`config.mk`:
```
export PLATFORM = sky130hd
export DESIGN_NAME = seq_detector_param
export DESIGN_NICKNAME = d
export VERILOG_FILES = /design/src/rtl/seq_det_pkg.sv /design/src/rtl/seq_det_match.sv /design/src/rtl/seq_detector_param.sv
export SDC_FILE = /design/constraint.sdc
export NUM_CORES = 1
export LEC_CHECK = 0
export ABC_AREA = 1
export CORE_ASPECT_RATIO = 0.7
export CORE_MARGIN = 2
export CORE_UTILIZATION = 59
export CTS_CLUSTER_DIAMETER = 60
export DETAILED_ROUTE_END_ITERATION = 10
export PLACE_DENSITY = 0.85
export SKIP_LAST_GASP = 1
export SYNTH_ARGS = -nofsm -noshare
export SYNTH_HDL_FRONTEND = slang
export SYNTH_SLANG_ARGS = --single-unit
```
`constraint.sdc`:
```
create_clock -name clk -period 5.5 [get_ports clk]
set_input_delay 0.825 -clock clk [delete_from_list [all_inputs] [get_ports clk]]
set_output_delay 0.825 -clock clk [all_outputs]
set_load 0.03 [all_outputs]
```
`src/rtl/seq_det_pkg.sv`:
```
// Shared definitions for the parametrised serial-pattern detector.
//   state_t      : detector FSM states
//   DEF_MAX_LEN  : default maximum pattern length
//   DEF_CNT_W    : default match counter width
//   cfg_len_ok() : legality check for a loaded pattern length
package seq_det_pkg;

  localparam int unsigned DEF_MAX_LEN = 8;
  localparam int unsigned DEF_CNT_W   = 8;

  // S_IDLE : no usable pattern loaded (after reset or an illegal load)
  // S_FILL : fewer than len_q bits received since load / last non-overlapped match
  // S_ARMED: enough history to compare against the full pattern
  typedef enum logic [1:0] {
    S_IDLE  = 2'd0,
    S_FILL  = 2'd1,
    S_ARMED = 2'd2
  } state_t;

  // A pattern length is usable when it is 1..max_len inclusive.
  function automatic logic cfg_len_ok(input int unsigned len, input int unsigned max_len);
    return (len != 0) && (len <= max_len);
  endfunction

endpackage

```
`src/rtl/seq_det_match.sv`:
```
// Combinational masked comparator for the serial-pattern detector.
// Ports:
//   i_hist  [MAX_LEN-1:0] : shift history, bit 0 is the most recent bit
//   i_pat   [MAX_LEN-1:0] : pattern, bit 0 is the last bit of the pattern
//   i_len   [LEN_W-1:0]   : number of low bits that take part in the compare
//   o_match               : 1 when the low i_len bits of i_hist equal i_pat
module seq_det_match #(
  parameter int unsigned MAX_LEN = 8,
  parameter int unsigned LEN_W   = $clog2(MAX_LEN + 1)
) (
  input  logic [MAX_LEN-1:0] i_hist,
  input  logic [MAX_LEN-1:0] i_pat,
  input  logic [LEN_W-1:0]   i_len,
  output logic               o_match
);

  localparam logic [MAX_LEN:0] ONE = {{MAX_LEN{1'b0}}, 1'b1};

  logic [MAX_LEN:0] w_mask;
  logic [MAX_LEN:0] w_diff;

  // The mask is one bit wider than the history so that len==MAX_LEN
  // yields an all-ones compare window instead of wrapping to zero.
  always_comb begin
    w_mask  = (ONE << i_len) - ONE;
    w_diff  = {1'b0, i_hist ^ i_pat} & w_mask;
    o_match = (w_diff == '0);
  end

endmodule

```
`src/rtl/seq_detector_param.sv`:
```
// Parametrised Moore serial-pattern detector with runtime-loadable pattern.
// Ports:
//   clk        : clock, all state on rising edge
//   clr        : asynchronous active-high reset
//   en         : sample enable, `in` is consumed only when en=1
//   in         : serial data bit
//   load       : latch pattern/len/overlap into shadow registers
//   pattern    : pattern, pattern[len-1] is the first bit received
//   len        : pattern length (1..MAX_LEN legal)
//   overlap    : 1 = overlapping detection, 0 = non-overlapping
//   out        : registered match flag, high for one cycle after the final bit
//   match_cnt  : saturating count of matches since last clr/load
//   cfg_err    : last loaded length was illegal
module seq_detector_param
  import seq_det_pkg::*;
#(
  parameter int unsigned MAX_LEN = DEF_MAX_LEN,
  parameter int unsigned LEN_W   = $clog2(MAX_LEN + 1),
  parameter int unsigned CNT_W   = DEF_CNT_W
) (
  input  logic               clk,
  input  logic               clr,
  input  logic               en,
  input  logic               in,
  input  logic               load,
  input  logic [MAX_LEN-1:0] pattern,
  input  logic [LEN_W-1:0]   len,
  input  logic               overlap,
  output logic               out,
  output logic [CNT_W-1:0]   match_cnt,
  output logic               cfg_err
);

  // Shadow configuration
  logic [MAX_LEN-1:0] r_pat;
  logic [LEN_W-1:0]   r_len;
  logic               r_ovl;
  logic               r_cfg_err;

  // Datapath state
  state_t             r_state;
  logic [MAX_LEN-1:0] r_hist;
  logic [LEN_W-1:0]   r_fill;
  logic               r_out;
  logic [CNT_W-1:0]   r_cnt;

  // Next-state values
  state_t             w_state_nxt;
  logic [MAX_LEN-1:0] w_hist_nxt;
  logic [LEN_W-1:0]   w_fill_nxt;
  logic               w_out_nxt;
  logic [CNT_W-1:0]   w_cnt_nxt;

  // Helpers
  logic [MAX_LEN-1:0] w_hist_shift;
  logic [LEN_W:0]     w_fill_inc;
  logic [LEN_W-1:0]   w_fill_sat;
  logic               w_len_reached;
  logic               w_cmp;
  logic               w_hit;
  logic               w_cfg_ok;

  // History as it will look once the current bit is shifted in; the match
  // decision is taken on this value so out rises right after the final bit.
  assign w_hist_shift = {r_hist[MAX_LEN-2:0], in};

  seq_det_match #(
    .MAX_LEN (MAX_LEN),
    .LEN_W   (LEN_W)
  ) u_match (
    .i_hist  (w_hist_shift),
    .i_pat   (r_pat),
    .i_len   (r_len),
    .o_match (w_cmp)
  );

  always_comb begin
    w_cfg_ok      = cfg_len_ok(32'(len), MAX_LEN);
    // fill+1 is formed one bit wider so the MAX_LEN saturation test is exact
    w_fill_inc    = {1'b0, r_fill} + (LEN_W + 1)'(1);
    w_fill_sat    = (w_fill_inc > (LEN_W + 1)'(MAX_LEN)) ? LEN_W'(MAX_LEN)
                                                         : w_fill_inc[LEN_W-1:0];
    w_len_reached = (w_fill_inc >= {1'b0, r_len});
    w_hit         = w_len_reached && w_cmp;
  end

  // FSM state register
  always_ff @(posedge clk or posedge clr) begin
    if (clr) begin
      r_state <= S_IDLE;
    end else begin
      r_state <= w_state_nxt;
    end
  end

  // Next-state and datapath decode; load overrides sampling
  always_comb begin
    w_state_nxt = r_state;
    w_hist_nxt  = r_hist;
    w_fill_nxt  = r_fill;
    w_out_nxt   = 1'b0;
    w_cnt_nxt   = r_cnt;

    if (load) begin
      w_hist_nxt  = '0;
      w_fill_nxt  = '0;
      w_cnt_nxt   = '0;
      w_state_nxt = w_cfg_ok ? S_FILL : S_IDLE;
    end else if (en) begin
      unique case (r_state)
        S_IDLE: begin
          w_state_nxt = S_IDLE;
        end
        S_FILL, S_ARMED: begin
          w_hist_nxt = w_hist_shift;
          w_fill_nxt = w_fill_sat;
          if (w_hit) begin
            w_out_nxt = 1'b1;
            w_cnt_nxt = (&r_cnt) ? r_cnt : r_cnt + CNT_W'(1);
            if (r_ovl) begin
              w_state_nxt = S_ARMED;
            end else begin
              // Non-overlapping: the next match must be built from fresh bits
              w_fill_nxt  = '0;
              w_state_nxt = S_FILL;
            end
          end else begin
            w_state_nxt = w_len_reached ? S_ARMED : S_FILL;
          end
        end
        default: begin
          w_state_nxt = S_IDLE;
        end
      endcase
    end
  end

  // Datapath and shadow configuration registers
  always_ff @(posedge clk or posedge clr) begin
    if (clr) begin
      r_pat     <= '0;
      r_len     <= '0;
      r_ovl     <= 1'b0;
      r_cfg_err <= 1'b0;
      r_hist    <= '0;
      r_fill    <= '0;
      r_out     <= 1'b0;
      r_cnt     <= '0;
    end else begin
      if (load) begin
        r_pat     <= pattern;
        r_len     <= len;
        r_ovl     <= overlap;
        r_cfg_err <= ~w_cfg_ok;
      end
      r_hist <= w_hist_nxt;
      r_fill <= w_fill_nxt;
      r_out  <= w_out_nxt;
      r_cnt  <= w_cnt_nxt;
    end
  end

  assign out       = r_out;
  assign match_cnt = r_cnt;
  assign cfg_err   = r_cfg_err;

endmodule

```
# Word-level counts from Yosys, hierarchy flattened
# Index checks and enable logic that the tools add are counted.
dict set report classes {
  add_sub_neg 3
  n_lt_le_gt_ge 3
  eq_ne 3
  shift 1
  n_mux 25
  n_bitwise 3
  reduce_logical 11
}
# operator count
set ops {}
lappend ops {{two-way mux 8 bit} 5}
lappend ops {{two-way mux 4 bit} 6}
lappend ops {{two-way mux 7 bit} 3}
lappend ops {{two-way mux 2 bit} 6}
lappend ops {{bitwise AND 8 x 9 -> 9 bit} 1}
lappend ops {{logical NOT 9 bit} 1}
lappend ops {{left shift 1 x 4 -> 9 bit (first input constant)} 1}
lappend ops {{subtractor 9 x 1 -> 9 bit (second input constant)} 1}
lappend ops {{adder 8 x 1 -> 8 bit (second input constant)} 1}
lappend ops {{AND reduction 8 bit} 1}
lappend ops {{XOR 8 bit} 1}
lappend ops {{nonzero test 2 bit} 3}
lappend ops {{adder 4 x 1 -> 5 bit (second input constant)} 1}
lappend ops {{greater-or-equal comparator 5 x 4 -> 1 bit} 1}
lappend ops {{> comparator 5 x 4 -> 1 bit (second input constant)} 1}
lappend ops {{two-way mux 1 bit} 5}
lappend ops {{less-or-equal comparator 4 bit (second input constant)} 1}
lappend ops {{AND reduction 4 bit} 1}
lappend ops {{nonzero test 4 bit} 1}
lappend ops {{== test 2 x 1 -> 1 bit (second input constant)} 1}
lappend ops {{== test 2 bit (second input constant)} 1}
lappend ops {{logical AND 1 bit} 2}
lappend ops {{!= test 2 bit (second input constant)} 1}
lappend ops {{AND reduction 2 bit} 1}
lappend ops {{2 further kinds} 2}
dict set report totals {
  reg_bits 36
  inputBits 18
  out_inout_bits 10
  word_cells 58
}

# Logic depth before layout (Yosys ltp)
# Gate-level depths: netlist (run 1).
dict set report depth {
  ltp_word 9
  depth_mapped 13
  mapped_depth_nobuf 13
}

# Modules after synthesis
# A second synthesis (run 1) with hierarchy kept.
dict set report hier_totals {
  hier_cells 301
  hier_area_um2 2182.1
}
# mod n_inst cells_per_inst area_per_inst_um2 seq_area_each_um2
set modules_own_cells {}
lappend modules_own_cells {seq_detector_param 1 233 1861.8 900.9}
lappend modules_own_cells {seq_det_match 1 68 320.3 0.0}

# Least setup slack after synthesis (run 1)
# Ideal clock, no wire load.
dict set report synth_path {
  path_type {register to register}
  startpoint {register r_fill[0]}
  endpoint {register r_cnt[6] (netlist: match_cnt[6])}
  setup_ps 118
  arrival_time_ps 1917
  path_slack_ps 3465
  stages_incl_launch_ff 13
  n_path_buf 0
  period_less_slack_ps 2035
  cell_sequence {dfrtp_1 -> ha_1 -> xor2_1 -> ha_1 -> nand2_1 -> nor2_1 -> nand2_1 -> nand4_1 -> nand2_1 -> nor2_2 -> nand3_2 -> nand3_1 -> nand2_1}
}
dict set report synth_via {
  elab_chain_len 5
}
# element line_no
set synth_rtl {}
lappend synth_rtl {{start, declared} seq_detector_param.sv:43} ;# logic [LEN_W-1:0] r_fill;
lappend synth_rtl {{start signal, assigned} seq_detector_param.sv:157} ;# r_fill <= w_fill_nxt;
lappend synth_rtl {{adder 4 x 1 -> 5 bit} seq_detector_param.sv:80} ;# w_fill_inc = {1'b0, r_fill} + (LEN_W + 1)'(1);
lappend synth_rtl {{greater-or-equal comparator 5 x 4 -> 1 bit} seq_detector_param.sv:83} ;# w_len_reached = (w_fill_inc >= {1'b0, r_len});
lappend synth_rtl {{logical AND 1 bit} seq_detector_param.sv:84} ;# w_hit = w_len_reached && w_cmp;
lappend synth_rtl {{nonzero test 2 bit (no source line)} --}
lappend synth_rtl {{AND reduction 4 bit (no source line)} --}
lappend synth_rtl {{end signal, assigned} seq_detector_param.sv:159} ;# r_cnt <= w_cnt_nxt;
lappend synth_rtl {{end, declared} seq_detector_param.sv:45} ;# logic [CNT_W-1:0] r_cnt;
# No other way between the ends.
# A chain may end at the register's enable or synchronous reset.

# Worst setup path in the final report (run 1)
dict set report layout_path {
  startpoint {register r_fill[0]}
  endpoint {register r_cnt[3] (netlist: match_cnt[3])}
}
# Same word-level chain as after synthesis.

==> results.txt, run 1 <==
Synth-to-layout area growth -> 21.1%
Kind of critical path -> reg2reg
Largest net degree at the start of global routing -> 37
PortBufs -> 27
CP cell instances -> ha_1, xor2_1, ha_1, nand2_1, nor2_1, nand2_1, nand4_1, nand2_1, nor2_2, inv_2, nor2_8, nand3_1, nand2_1
Max-cap violations -> 0
Non-filler cells, final -> 346
DIE AREA -> 3980 sq um
Finished Cell Area -> 2490 sq um
First-pass GRT wire length -> 7730 um
GR Util met2 -> 0.389
Fin nets -> 324
Clock transition at the registers of the reported paths -> 0.07 ns
DRT antenna net count -> 0
Tcrit/Tclk final -> 0.433
Share of layout cells above drive strength 1 -> 0.0736
Placed cells -> 338
RSZ-0062 raised after global routing -> false
CP max stage cell -> dfrtp_1
Skew-Pair Late Insertion Delay -> 0.29 ns
Count of hold-fix buffers inserted at cts -> 0
Crit path largest cell delay -> 0.45 ns
Root buffer selected by CTS -> clkbuf_8
# fillers -> 246
Die W -> 74.5 um
Met3 Use GR -> 0.0876
Initial core utilization -> 0.635
PwrDens -> 258 nW/um^2
Design Power -> 0.643 mW
Post-synthesis sequential area ratio -> 0.438
Fin Hold WS -> 0.512 ns
Initial DRC Count -> 139
H-tree depth -> 2
FP Rows -> 17
Die Y -> 53.4 um
P_leak -> 1.31 nW
Final Hold Fails -> 0
Skew final -> 0.00307 ns
Slew @ Worst Pin -> 0.619 ns
CP startpoint kind -> flip-flop
CTS resizes -> 0
I/O pin count -> 28
Flops & latches, synth -> 36
CP bufs+invs -> 1
Total track usage -> 0.262
Via Count -> 1,813
Seq. cell area -> 901 sq um
Synthesized area per cell -> 7.69 sq um
Area of the core -> 3230 sq um
Final setup vio count -> 0
GPL Wtd Cong -> 0.857
Max-slew headroom -> 0.587
Arr. time, crit path -> 2.61 ns
Per-cell routed wire length -> 13.0 um
Total inserted antenna cells -> 0
Worst hold path type -> reg2reg
Grt met1 use -> 0.361
Vias in the first global route -> 1,733
Initial antenna violation count -> 0
Setup TNS -> 0 ns
Critical-path maximum fanout -> 8
Crit-path most repeated cell -> nand2_1
Dpl cell area -> 2380 sq um
Synth Warn # -> 0
Crit path max-delay family -> simple AND/OR/NAND/NOR gates
IR drop worst, VDD -> 261 uV
TritonCTS Buffers -> 5
Post-synth net total -> 293
Most utilized layer in the global route result -> met2
Clock Sinks -> 36
CTS tree -> done
Outcome -> finished clean
Slew Viols, Final -> 0
CP Capture Type -> flip-flop
Yosys cell types -> 23
Postcts setup bufs -> 0
TritonRoute pass-1 iters -> 4
Critical Path RT -> 5.73 ns
Cells after Synth -> 267
F_max -> 0.420 GHz
Period minus WS final -> 2.38 ns
Detail-routed via count per cell -> 5.24
WL final -> 4480 um
Multi-input gate area -> 990 sq um
DRC viols -> 0
Total gr overflow -> 0
Cell Area, Synth -> 2050 sq um
CTS max path bufs -> 2
Worst reg-to-reg setup slack -> 3.12 ns
HPWL Detailed -> 3200 um
[per-layer routing]
metal	wire [um]	vias to the layer above	share of wire
met4	51	0	0.011
li1	-	920	-
met5	0	-	0
met2	1960	57	0.44
met3	291	6	0.065
met1	2180	830	0.49
[worst reg2reg max path, cell delays in order (launching register included)]
cell	delay, ns
dfrtp_1	0.45
ha_1	0.26
xor2_1	0.19
ha_1	0.33
nand2_1	0.06
nor2_1	0.10
nand2_1	0.05
nand4_1	0.16
nand2_1	0.09
nor2_2	0.19
inv_2	0.09
nor2_8	0.14
nand3_1	0.10
nand2_1	0.10
[flip-flops by register name, summed over array words and instances, names as in the netlist]
name       count
cfg_err        1
match_cnt      8
out            1
r_fill         4
r_hist         7
r_len          4
r_ovl          1
r_pat          8
r_state        2
[cell type report]
class | count | share of cell area
inverter | 38 | 0.0573
sequential | 36 | 0.362
clock buffer | 5 | 0.0277
timing repair buffer | 29 | 0.115
multi-input combinational | 188 | 0.398
clock inverter | 3 | 0.0171
tap | 47 | 0.0236
[layout by cell type, fill, tap and decap left out, types with 2 or more instances in the layout]
cell and count:
nor2_1 16, nand2_1 79, inv_1 37, nor2_4 2, nor2_2 2, o21ai_0 11, o22ai_1 7, clkbuf_8 5
buf_4 2, nand3_1 35, clkdlybuf4s50_1 27, nand3_2 2, xor2_1 10, nand4_1 6, nand2_2 3, dfrtp_1 36
a21oi_1 2, ha_1 8
[worst paths after layout]
check                                 from  cells after the start           end
worst max-delay path             r_fill[0]                     13  match_cnt[3]
worst min-delay path            r_state[1]                      2    r_state[1]
worst max register to register   r_fill[0]                     13  match_cnt[3]
worst min register to register  r_state[1]                      2    r_state[1]
max in group asynchronous              clr                      3     r_fill[2]
min in group asynchronous              clr                      3  match_cnt[4]
[Yosys cell counts (all sizes together)]
| cell type | instances | area, sq um |
|---|---|---|
| nand2 | 82 | 315 |
| inv | 38 | 143 |
| nand3 | 37 | 195 |
| dfrtp | 36 | 901 |
| nor2 | 21 | 115 |
| o21ai | 11 | 55.1 |
| xor2 | 10 | 87.6 |
| ha | 8 | 100 |
| o22ai | 7 | 43.8 |
| nand4 | 6 | 37.5 |
| clkbuf | 3 | 11.3 |
| a21oi | 2 | 10.0 |
| buf | 2 | 10.0 |
| a21o | 1 | 7.51 |
| nand3b | 1 | 7.51 |
| or2 | 1 | 6.26 |
| xnor2 | 1 | 8.76 |
[stage by stage]
stage	util	setup WS [ns]
floorplan	-	3.47
global placement	0.735	3.07
detailed placement	0.735	3.01
CTS	0.770	3.12
global route	0.770	2.90
finish	0.770	3.12
[power by group]
| part | internal (mW) | switching (mW) | leakage [nW] |
|---|---|---|---|
| clock | 0.134 | 0.0987 | 0.0541 |
| sequential | 0.279 | 0.0141 | 0.474 |
| combinational | 0.0450 | 0.0713 | 0.778 |
[cell families after synthesis]
kind of cell | after synthesis | share of synthesized area
buf+inv | 43 | 0.0798
simple gates | 148 | 0.329
compound gates | 21 | 0.0566
xor+xnor | 11 | 0.0469
fa+ha+maj | 8 | 0.0487
flops | 36 | 0.438
No activity file was read; power rests on OpenSTA's default activity.
==> inputs of run 2 (changes only) <==
- CORE_UTILIZATION: 59 -> 54
- PLACE_DENSITY: 0.85 -> 0.79
- clock period: 5.5 -> 2.3 ns (I/O delays scaled with it)
==> run 2 against run 1 <==
Final cell count rose by 2.9%. Design area rose by 6.5%. Fmax rose by 5.9%. Register-to-register slack got worse by 3.1 ns. Worst hold slack got worse by 0.045 ns. Non-clock buffer count rose by 7. Critical path type unchanged. Highest routed layer unchanged.
==> results.txt, run 2 (synthesis results as in run 1) <==
Final setup vio count -> 0 (unchanged)
Total inserted antenna cells -> 0 (unchanged)
CP startpoint kind -> flip-flop
Share of layout cells above drive strength 1 -> 0.157 (+0.0833)
Clock Sinks -> 36 (unchanged)
Commonest non-fill, non-tap cell in the layout -> nand2_1
Skew final -> 0.0112 ns (+0.00814 ns)
CTS tree -> done
PortBufs -> 27 (unchanged)
P_leak -> 1.34 nW (+2.5%)
TritonCTS Buffers -> 5 (unchanged)
Clock transition at the registers of the reported paths -> 0.08 ns (about the same)
Critical-path maximum fanout -> 8 (unchanged)
Skew-Pair Late Insertion Delay -> 0.29 ns (about the same)
DIE AREA -> 4320 sq um (+8.7%)
Crit path max-delay family -> simple AND/OR/NAND/NOR gates
DRC viols -> 0 (unchanged)
Finished Cell Area -> 2650 sq um (+6.5%)
Worst hold path type -> in2async
CP max stage cell -> dfrtp_2
Area of the core -> 3580 sq um (+11%)
Fin nets -> 331 (+2.2%)
Seq pwr share -> 0.476 (+0.019)
Arr. time, crit path -> 2.48 ns (-0.13 ns)
Initial antenna violation count -> 0 (unchanged)
Dpl cell area -> 2390 sq um (+0.47%)
Design Power -> 1.49 mW (+130%)
# fillers -> 257 (+4.5%)
Critical Path RT -> 2.53 ns (-3.20 ns)
CP cell instances -> nand3_2, xnor2_2, ha_1, nand2_1, nor2_1, nand2_1, nand4_1, nand2_1, nor2_4, inv_4, nor2_8, nand3_1, nand2_1
Per-cell routed wire length -> 13.0 um (+0.16%)
Switch share -> 0.301 (+0.0143)
HPWL Detailed -> 3090 um (-3.6%)
Total gr overflow -> 0 (unchanged)
Leading cell types in the layout, fill and taps excluded -> 77 x nand2_1, 36 x inv_1, 33 x dfrtp_1
Period minus WS final -> 2.25 ns (-0.132 ns)
Crit-path most repeated cell -> nand2_1
First-pass GRT wire length -> 7440 um (-3.8%)
Tcrit/Tclk final -> 0.977 (+0.545)
H-tree depth -> 2 (unchanged)
Initial DRC Count -> 130 (-6.5%)
Non-filler cells, final -> 356 (+2.9%)
Root buffer selected by CTS -> clkbuf_8
Outcome -> finished clean
Die W -> 77.7 um (+4.3%)
Count of hold-fix buffers inserted at cts -> 0 (unchanged)
Placed cells -> 342 (+1.2%)
Initial core utilization -> 0.574 (-0.0617)
CTS max path bufs -> 2 (unchanged)
Max-slew headroom -> 0.704 (+0.117)
Synth-to-layout area growth -> 29.0%
DRT antenna net count -> 0 (unchanged)
IR drop worst, VDD -> 382 uV (+46%)
Largest net degree at the start of global routing -> 37 (unchanged)
TritonRoute pass-1 iters -> 5 (+1)
Kind of critical path -> reg2reg
CP Capture Type -> flip-flop
Combinational share of power -> 0.216 (+0.035)
Int Pwr -> 1.04 mW (+130%)
Via Count -> 1,843 (+1.7%)
PwrDens -> 561 nW/um^2 (+120%)
Fin Hold WS -> 0.468 ns (-0.0447 ns)
I/O pin count -> 28 (unchanged)
Max-cap violations -> 0 (unchanged)
Layout Utilization -> 0.740 (-0.0293)
Total track usage -> 0.217 (-0.0450)
Detail-routed via count per cell -> 5.18 (-1.2%)
Vias in the first global route -> 1,643 (-5.2%)
FP Rows -> 18 (+1)
Slew @ Worst Pin -> 0.445 ns (-0.174 ns)
F_max -> 0.445 GHz (+5.9%)
Clock share of power -> 0.308 (-0.054)
Crit path largest cell delay -> 0.47 ns (+0.02 ns)
CP bufs+invs -> 1 (unchanged)
Final Hold Fails -> 0 (unchanged)
Net Switching -> 0.447 mW (+140%)
Slew Viols, Final -> 0 (unchanged)
Die Y -> 55.6 um (+4.2%)
WL final -> 4620 um (+3.1%)
GPL Wtd Cong -> 0.851 (-0.69%)
## run 2: layer usage
layer  vias up  global-route usage  wire [um]
met1       851               0.324       2150
met3         4              0.0487        282
met2        55               0.314       2150
met4         0              0.0689         40
met5         -                   0          0
li1        933                   -          -
## run 2: what timing repair did
item | CTS | global route
endpoints found under the setup margin | 0 | 14
endpoints found under the hold margin | 0 | 0
setup buffers | 0 | 6
gates resized for setup | 0 | 24
## run 2: final timing paths
| check | slack [ns] | to | startpoint | cells after the start |
|---|---|---|---|---|
| worst max-delay path | 0.05 | match_cnt[5] | r_fill[0] | 13 |
| worst min-delay path | 0.47 | match_cnt[3] | clr | 3 |
| worst max register to register | 0.05 | match_cnt[5] | r_fill[0] | 13 |
| worst min register to register | 0.50 | cfg_err | cfg_err | 2 |
| max in group asynchronous | 1.49 | r_fill[2] | clr | 3 |
| min in group clk | 0.50 | cfg_err | cfg_err | 2 |
## run 2: worst register-to-register path, delay by kind of cell (launching register included)
kind                       cells  cell delay, ns
and+or+nand+nor               10            1.14
DFF                            1            0.47
adders and majority gates      1            0.34
xor gates and xnor gates       1            0.18
buffers and inverters          1            0.07
## run 2: stage by stage
stage                     TNS [ns]  setup slack, ns
after global placement           0            0.135
after global routing        -0.951          -0.0975
final                            0           0.0521
after floorplan                  0            0.265
after detailed placement         0           0.0486
after CTS                        0           0.0419
## run 2: power by group through the flow
stage	clock [mW]	sequential, mW	combinational [mW]
after floorplan	0	0.709	0.189
final	0.459	0.707	0.321
after global routing	0.492	0.712	0.360
after global placement	0	0.709	0.272
after CTS	0.467	0.699	0.278
after detailed placement	0	0.711	0.275
## run 2: final cells by class
cell class | count | area (sq um) | area share
sequential | 36 | 905 | 0.341
multi-input combinational | 188 | 1110 | 0.418
clock buffer | 6 | 82.6 | 0.0311
inverter | 38 | 145 | 0.0547
tap | 50 | 62.6 | 0.0236
timing repair buffer | 36 | 338 | 0.127
clock inverter | 2 | 10.0 | 0.00378
==> inputs of run 3 (changes only) <==
- GPL_ROUTABILITY_DRIVEN: unset -> 0
- SLEW_MARGIN: unset -> 20
==> results of run 3 <==
No change in the layout: final DEF, timing and power equal those of run 2.
